`src/rtl/bundler_ch.sv`:
```
// bundler_ch: per-channel bitwise majority bundler over NUM_HVS hypervectors, LFSR-driven tie-break.
// Optional macro BUNDLER_CH_DET_TIE_EN: ties resolve to constant START_VAL (no LFSR).  Rev 1.0
`default_nettype none

module bundler_ch #(
  parameter int                    DIMENSIONS = 5,
  parameter int                    NUM_HVS    = 4,
  parameter int                    NUM_REGS   = 16,
  parameter logic [NUM_REGS-1:0]   SEED       = 16'b1001010010110101,
  parameter int                    NUM_VALS   = 5,
  parameter logic [NUM_VALS-1:0]   START_VAL  = 5'b10101
) (
  input  logic                  clk,
  input  logic                  nrst,
  input  logic [DIMENSIONS-1:0] hv_array [NUM_HVS-1:0],
  output logic [DIMENSIONS-1:0] hvout
);

  localparam int CNT_W = $clog2(NUM_HVS + 1);
  localparam logic [CNT_W:0] NUM_HVS_W = (CNT_W + 1)'(NUM_HVS);

  if (NUM_HVS < 2) begin : g_bad_num_hvs
    $error("bundler_ch: NUM_HVS must be >= 2");
  end
  if (NUM_VALS < DIMENSIONS) begin : g_bad_num_vals
    $error("bundler_ch: NUM_VALS must be >= DIMENSIONS");
  end
  if (SEED == '0) begin : g_bad_seed
    $error("bundler_ch: SEED must be nonzero to avoid LFSR lockup");
  end

  logic [DIMENSIONS-1:0] tie_bits;
  logic [DIMENSIONS-1:0] maj;

`ifdef BUNDLER_CH_DET_TIE_EN

  assign tie_bits = START_VAL[DIMENSIONS-1:0];

`else

  logic [NUM_REGS-1:0] lfsr;
  logic [NUM_VALS-1:0] tie_reg;
  logic                fb;

  if (NUM_REGS == 16) begin : g_taps16
    assign fb = lfsr[15] ^ lfsr[13] ^ lfsr[12] ^ lfsr[10];
  end else if (NUM_REGS == 8) begin : g_taps8
    assign fb = lfsr[7] ^ lfsr[5] ^ lfsr[4] ^ lfsr[3];
  end else if (NUM_REGS == 32) begin : g_taps32
    assign fb = lfsr[31] ^ lfsr[21] ^ lfsr[1] ^ lfsr[0];
  end else begin : g_bad_num_regs
    $error("bundler_ch: NUM_REGS must be 8, 16 or 32");
  end

  // Both registers free-run every cycle so the tie pattern is independent of input activity.
  always_ff @(posedge clk or negedge nrst) begin
    if (!nrst) begin
      lfsr    <= SEED;
      tie_reg <= START_VAL;
    end else begin
      lfsr    <= {lfsr[NUM_REGS-2:0], fb};
      tie_reg <= {tie_reg[NUM_VALS-2:0], lfsr[NUM_REGS-1]};
    end
  end

  assign tie_bits = tie_reg[DIMENSIONS-1:0];

`endif

  always_comb begin
    maj = '0;
    for (int d = 0; d < DIMENSIONS; d++) begin
      logic [CNT_W-1:0] cnt;
      logic [CNT_W:0]   twice;
      cnt = '0;
      for (int i = 0; i < NUM_HVS; i++) begin
        cnt = cnt + CNT_W'(hv_array[i][d]);
      end
      twice = {cnt, 1'b0};
      if (twice > NUM_HVS_W) begin
        maj[d] = 1'b1;
      end else if (twice < NUM_HVS_W) begin
        maj[d] = 1'b0;
      end else begin
        maj[d] = tie_bits[d];
      end
    end
  end

  always_ff @(posedge clk or negedge nrst) begin
    if (!nrst) begin
      hvout <= '0;
    end else begin
      hvout <= maj;
    end
  end

endmodule

`default_nettype wire

```
`config.mk`:
```
export PLATFORM = sky130hd
export DESIGN_NAME = bundler_ch
export DESIGN_NICKNAME = d
export VERILOG_FILES = /design/src/rtl/bundler_ch.sv
export SDC_FILE = /design/constraint.sdc
export NUM_CORES = 1
export LEC_CHECK = 0
export CAP_MARGIN = 20
export CORE_ASPECT_RATIO = 1.4
export CORE_MARGIN = 5
export CORE_UTILIZATION = 42
export CTS_CLUSTER_DIAMETER = 200
export DETAILED_ROUTE_END_ITERATION = 8
export PLACE_DENSITY_LB_ADDON = 0.12
export RECOVER_POWER = 25
export SYNTH_ARGS = -nofsm -noshare
export SYNTH_HDL_FRONTEND = slang
export SYNTH_SLANG_ARGS = --single-unit
```
`constraint.sdc`:
```
create_clock -name clk -period 1 [get_ports clk]
set_clock_uncertainty 0.2 [all_clocks]
set_input_delay 0.2 -clock clk [delete_from_list [all_inputs] [get_ports clk]]
set_output_delay 0.2 -clock clk [all_outputs]
set_load 0.01 [all_outputs]
```
==> out/qor.yml, run 1 <==
outcome:
  status: "finished with violations"
  violations: "negative setup slack"
power_and_ir_drop:
  power.switching_uw: 538
  ir_worst_vdd_v: 0.00123
  swShare_pct: 22.6
  clkPwrFrac_pct: 29.3
  p_total_mw: 2.38
  p_leak_nw: 0.742
  power_density_nw_per_um2: 1470
  seqPwrFrac_pct: 46.2
  p_int_mw: 1.84
  p_comb_share_pct: 24.5
worst_setup_path:
  worstRegToRegCells: 2
  crit_start: "hv_array[4]"
  r2r_start: "lfsr[10]"
  critPathRequiredTime_ns: 1.01
  path_class: "primary input to register"
  cp_top_family: "adder cells"
  crit_buf_inv: 1
  crit_path_max_incr_delay_ns: 0.51
  startpoint_type: "primary input"
  worstPathArrival_ns: 1.49
  critPathMaxFanout: 2
  cpMostUsedCell: "ha_4"
  cpMaxStageDelayCell: "fa_1"
  cp_cell_sequence: "buf_6 -> fa_1 -> ha_4 -> ha_4 -> nor4b_4 -> nor2_1"
  cp.depth: 6
  end_kind: "register"
cts:
  cts_tree: "done"
  htree_levels: 1
  cts_buffers: 3
  cts.sinks: 26
  path_clk_slew_ns: 0.14
  root_buffer: "clkbuf_4"
  cts_buffer_depth: 2
  worstSkewPairLatency_ns: 0.31
route:
  dr.pass1.iters: 2
  drtIter0Drc: 1
  vias: 627
  drc_errors: 0
  drt-wirelength-per-cell_microns: 13.6
  drt_wl_total_mm: 1.90
  antenna_left: 0
  vias_per_cell: 4.51
timing:
  tightestPinTransition_ns: 0.553
  fmax_mhz: 677
  tns_ns: -3.58
  slew_headroom_pct: 63.1
  finalWorstSetupSlack_ns: -0.477
  period_share_pct: 148
  drv_slew: 0
  setup_violations: 11
  min_period_ns: 1.48
  rsz0062_at_grt: "yes"
  hold_viol: 0
synth:
  yosysWarnings: 0
  synth_cell_type_count: 9
  yosysSeqAreaShare_pct: 61.6
  syn-num-nets: 111
  avgSynthCellArea_sq_um: 15.6
  synthesis.area_sq_um: 1080
  syn_inst: 69
  ys_ff_latch: 26
final_layout:
  drive_gt1_share_pct: 54.3
  multiInputGateArea_sq_um: 564
  syn_to_final_growth_pct: 50.2
  seqCellArea_sq_um: 664
  fillCellCount: 175
  layout.nets: 148
  final_util_pct: 67.0
  diodes: 0
die:
  die_w_microns: 52.8
  start_util_pct: 44.6
  rows: 21
  pin_count: 27
  fp.dieH_microns: 70.0
  dieArea_sq_um: 3700
  core_area_sq_um: 2420
grt:
  grt_pass1_wl_mm: 3.31
  grtUsageTotal_pct: 12.3
  grt_max_degree: 27
  first_global_vias: 763
  grt_overflow: 0
  antenna_found_initial: 0
hold_path:
  hold_path_class: "primary input to async pin"
run:
  maxCapViolations: 0
placed_design:
  port_buffers: 26
  gp_congestion: 0.675
  hpwlAfterDp_mm: 1.30
  post-place-ws_ns: -1.18
cells by family (layout without fill, tap and decap cells):
| logic type | Yosys count | in the layout | synth area share [%] |
|---|---|---|---|
| buf+inv | 10 | 46 | 3.48 |
| flops | 26 | 26 | 61.6 |
| simple gates | 10 | 10 | 5.80 |
| xor+xnor | 3 | 3 | 2.44 |
| fa+ha+maj | 20 | 20 | 26.7 |
through the flow:
step                      cells  area (sq um)  hold slack, ns
after floorplan              69          1120          -0.296
after global placement      131          1450           0.138
after detailed placement    131          1450           0.137
after CTS                   138          1570          0.0117
after global routing        139          1620           0.157
final                       139          1620           0.115
cell usage after synthesis:
library cell,n,area share [%]
xnor2_1,2,1.6
nor4b_1,5,4.1
xor2_1,1,0.81
dfstp_2,11,27
ha_1,15,17
nor2_1,5,1.7
fa_1,5,9.3
inv_1,10,3.5
dfrtp_1,15,35
cells in the final DEF (no fill, tap or decap), drive strengths merged:
| cell | n |
|---|---|
| buf | 26 |
| bufinv | 1 |
| clkbuf | 3 |
| clkdlybuf4s50 | 6 |
| dfrtp | 15 |
| dfstp | 11 |
| fa | 5 |
| ha | 15 |
| inv | 10 |
| nor2 | 5 |
| nor4b | 5 |
| xnor2 | 2 |
| xor2 | 1 |
flip-flops by register name, indices dropped and copies added (netlist names):
signal	cells
tie_bits	5
hvout	5
lfsr	16
layer usage:
| layer | routed length, microns | share of wire, % | track usage [%] | vias up |
|---|---|---|---|---|
| met2 | 1070 | 56 | 21.1 | 19 |
| met5 | 0 | 0 | 0 | - |
| met4 | 37 | 2.0 | 6.82 | 0 |
| met1 | 679 | 36 | 13.9 | 315 |
| li1 | - | - | - | 289 |
| met3 | 110 | 5.8 | 2.13 | 4 |
repair_timing:
item	in CTS	in global routing
gates resized for setup	95	8
endpoints found under the setup margin	11	11
buffers inserted	3	1
pin swaps	22	14
endpoints found under the hold margin	0	0
hold buffers	0	0
power groups by stage:
| stage | clock [mW] | sequential, mW | combinational, mW |
|---|---|---|---|
| final | 0.699 | 1.10 | 0.584 |
| after global routing | 0.777 | 1.11 | 0.648 |
| after CTS | 0.726 | 1.10 | 0.542 |
| after detailed placement | 0 | 1.12 | 0.460 |
| after global placement | 0 | 1.12 | 0.446 |
| after floorplan | 0 | 1.14 | 0.188 |
path summary, 6_finish.rpt:
kind | endpoint | slack (ns)
max | hvout[4] | -0.48
min | hvout[3] | 0.11
max reg2reg | lfsr[0] | -0.15
min reg2reg | lfsr[5] | 0.17
max in group asynchronous | lfsr[7] | 0.10
min in group clk | lfsr[5] | 0.17
final cells by class:
cell class | instances | share of cell area, %
sequential | 26 | 41.0
multi-input combinational | 33 | 34.8
timing repair buffer | 32 | 16.0
tap | 34 | 2.63
inverter | 10 | 2.32
clock inverter | 1 | 1.85
clock buffer | 3 | 1.39
Power figures use the tool's default switching activity.
==> run 2: changes to the inputs <==
--- a/config.mk
+++ b/config.mk
@@ -7,7 +7,7 @@
 export LEC_CHECK = 0
 export CAP_MARGIN = 20
 export CORE_ASPECT_RATIO = 1.4
-export CORE_MARGIN = 5
+export CORE_MARGIN = 1
 export CORE_UTILIZATION = 42
 export CTS_CLUSTER_DIAMETER = 200
 export DETAILED_ROUTE_END_ITERATION = 8
==> run 2 against run 1 <==
The flow still finishes with violations (negative setup slack). Critical path depth unchanged. Sequential share of layout area grew 2.3 points. Register-to-register slack hardly changed. Sequential cell count unchanged. Worst setup slack lost 0.0064 ns. Critical path type unchanged. Critical endpoint is now hvout[2].
==> out/qor.yml, run 2 (synthesis results as in run 1) <==
worst_setup_path:
  startpoint_type: "primary input"
  critPathMaxFanout: 2
  worstPathArrival_ns: 1.49
  reg2reg_to: "lfsr[0]"
  critPathRequiredTime_ns: 1.00
  worstRegToRegCells: 2
  crit_start: "hv_array[17]"
  path_class: "primary input to register"
  r2r_start: "lfsr[10]"
  end_kind: "register"
  crit_end: "hvout[2]"
  r2r_setup_slack_ns: -0.15
timing:
  drv_slew: 0
  tns_ns: -3.55
  min_period_ns: 1.48
  hold_viol: 0
  tightestPinTransition_ns: 0.535
  finalWorstSetupSlack_ns: -0.484
  rsz0062_at_grt: "yes"
  setup_violations: 11
  slew_headroom_pct: 64.3
  period_share_pct: 148
  whs_ns: 0.118
  fmax_mhz: 674
final_layout:
  seqCellArea_sq_um: 664
  regMostFlops: "lfsr"
  multiInputGateArea_sq_um: 505
  final_cell_mix: "dfrtp_1, buf_2, dfstp_2"
  layout.nets: 147
  fillCellCount: 196
  drive_gt1_share_pct: 51.9
  largest_reg_flops: 16
  syn_to_final_growth_pct: 42.3
  diodes: 0
die:
  fp.dieH_microns: 62.0
  die_w_microns: 44.8
  rows: 21
  start_util_pct: 44.6
  pin_count: 27
  dieArea_sq_um: 2780
  core_area_sq_um: 2420
hold_path:
  hold_path_class: "primary input to async pin"
route:
  antenna_left: 0
  vias: 608
  dr.pass1.iters: 2
  drc_errors: 0
  drtIter0Drc: 15
  drt-wirelength-per-cell_microns: 11.2
  vias_per_cell: 4.41
  drt_wl_total_mm: 1.54
placed_design:
  port_buffers: 26
  gp_congestion: 0.653
  hpwlAfterDp_mm: 1.14
cts:
  root_buffer: "clkbuf_4"
  cts.sinks: 26
  worstSkewPairLatency_ns: 0.31
  hold_buffers: 0
  cts_tree: "done"
  cts_buffers: 3
  cts_buffer_depth: 2
  htree_levels: 1
  path_clk_slew_ns: 0.13
outcome:
  violations: "negative setup slack"
  status: "finished with violations"
power_and_ir_drop:
  p_total_mw: 2.29
  power_density_nw_per_um2: 1490
  p_leak_nw: 0.723
  ir_worst_vdd_v: 0.00127
grt:
  grt_pass1_wl_mm: 2.57
  grtUsageTotal_pct: 12.8
  grt_overflow: 0
  grt_max_degree: 27
  first_global_vias: 639
  antenna_found_initial: 0
run:
  maxCapViolations: 0
-- run 2: final cells by class --
class	instances	area share, %
Sequential cell	26	43.3
Multi-Input combinational cell	33	32.9
Timing Repair Buffer	31	15.2
Tap cell	34	2.77
Inverter	10	2.44
Clock inverter	1	1.96
Clock buffer	3	1.47
-- run 2: routing by layer --
metal	up-vias	track usage, %	share of wire, %
met5	-	0	0
met1	301	15.8	46
li1	287	-	-
met2	18	22.3	48
met3	2	2.31	6.0
met4	0	5.19	0.39
-- run 2: how the worst min path moves through the flow --
| stage | slack [ns] | endpoint |
|---|---|---|
| 2_1_floorplan | -0.30 | hvout[0] |
| 3_3_place_gp | 0.14 | lfsr[4] |
| 3_5_place_dp | 0.14 | lfsr[9] |
| 4_1_cts | 0.02 | hvout[4] |
| 5_1_grt | 0.16 | hvout[3] |
| 6_report | 0.12 | lfsr[9] |
-- run 2: where the power goes --
group / internal [mW] / switching (mW) / total [mW]
clock: 0.405 / 0.282 / 0.687
sequential: 1.09 / 0.00936 / 1.10
combinational: 0.291 / 0.210 / 0.501
-- run 2: repair_timing --
item | in CTS | in global routing
setup endpoints to repair | 11 | 11
pin swaps | 20 | 7
setup buffers | 3 | 0
cloned | 0 | 0
gates resized for setup | 91 | 1
-- run 2: stage by stage --
step | area, sq um | utilization, % | instances | setup slack, ns
finish | 1540 | 63.5 | 138 | -0.484
global route | 1540 | 63.5 | 138 | -0.510
CTS | 1540 | 63.9 | 138 | -0.488
detailed placement | 1450 | 60.1 | 131 | -1.17
global placement | 1450 | 60.1 | 131 | -1.14
floorplan | 1120 | - | 69 | -0.647
-- run 2: critical path, cell delays in order --
cell and delay, ns:
buf_6 0.09, fa_1 0.48, ha_2 0.21, ha_4 0.25
nor4b_4 0.17, nor2_1 0.08
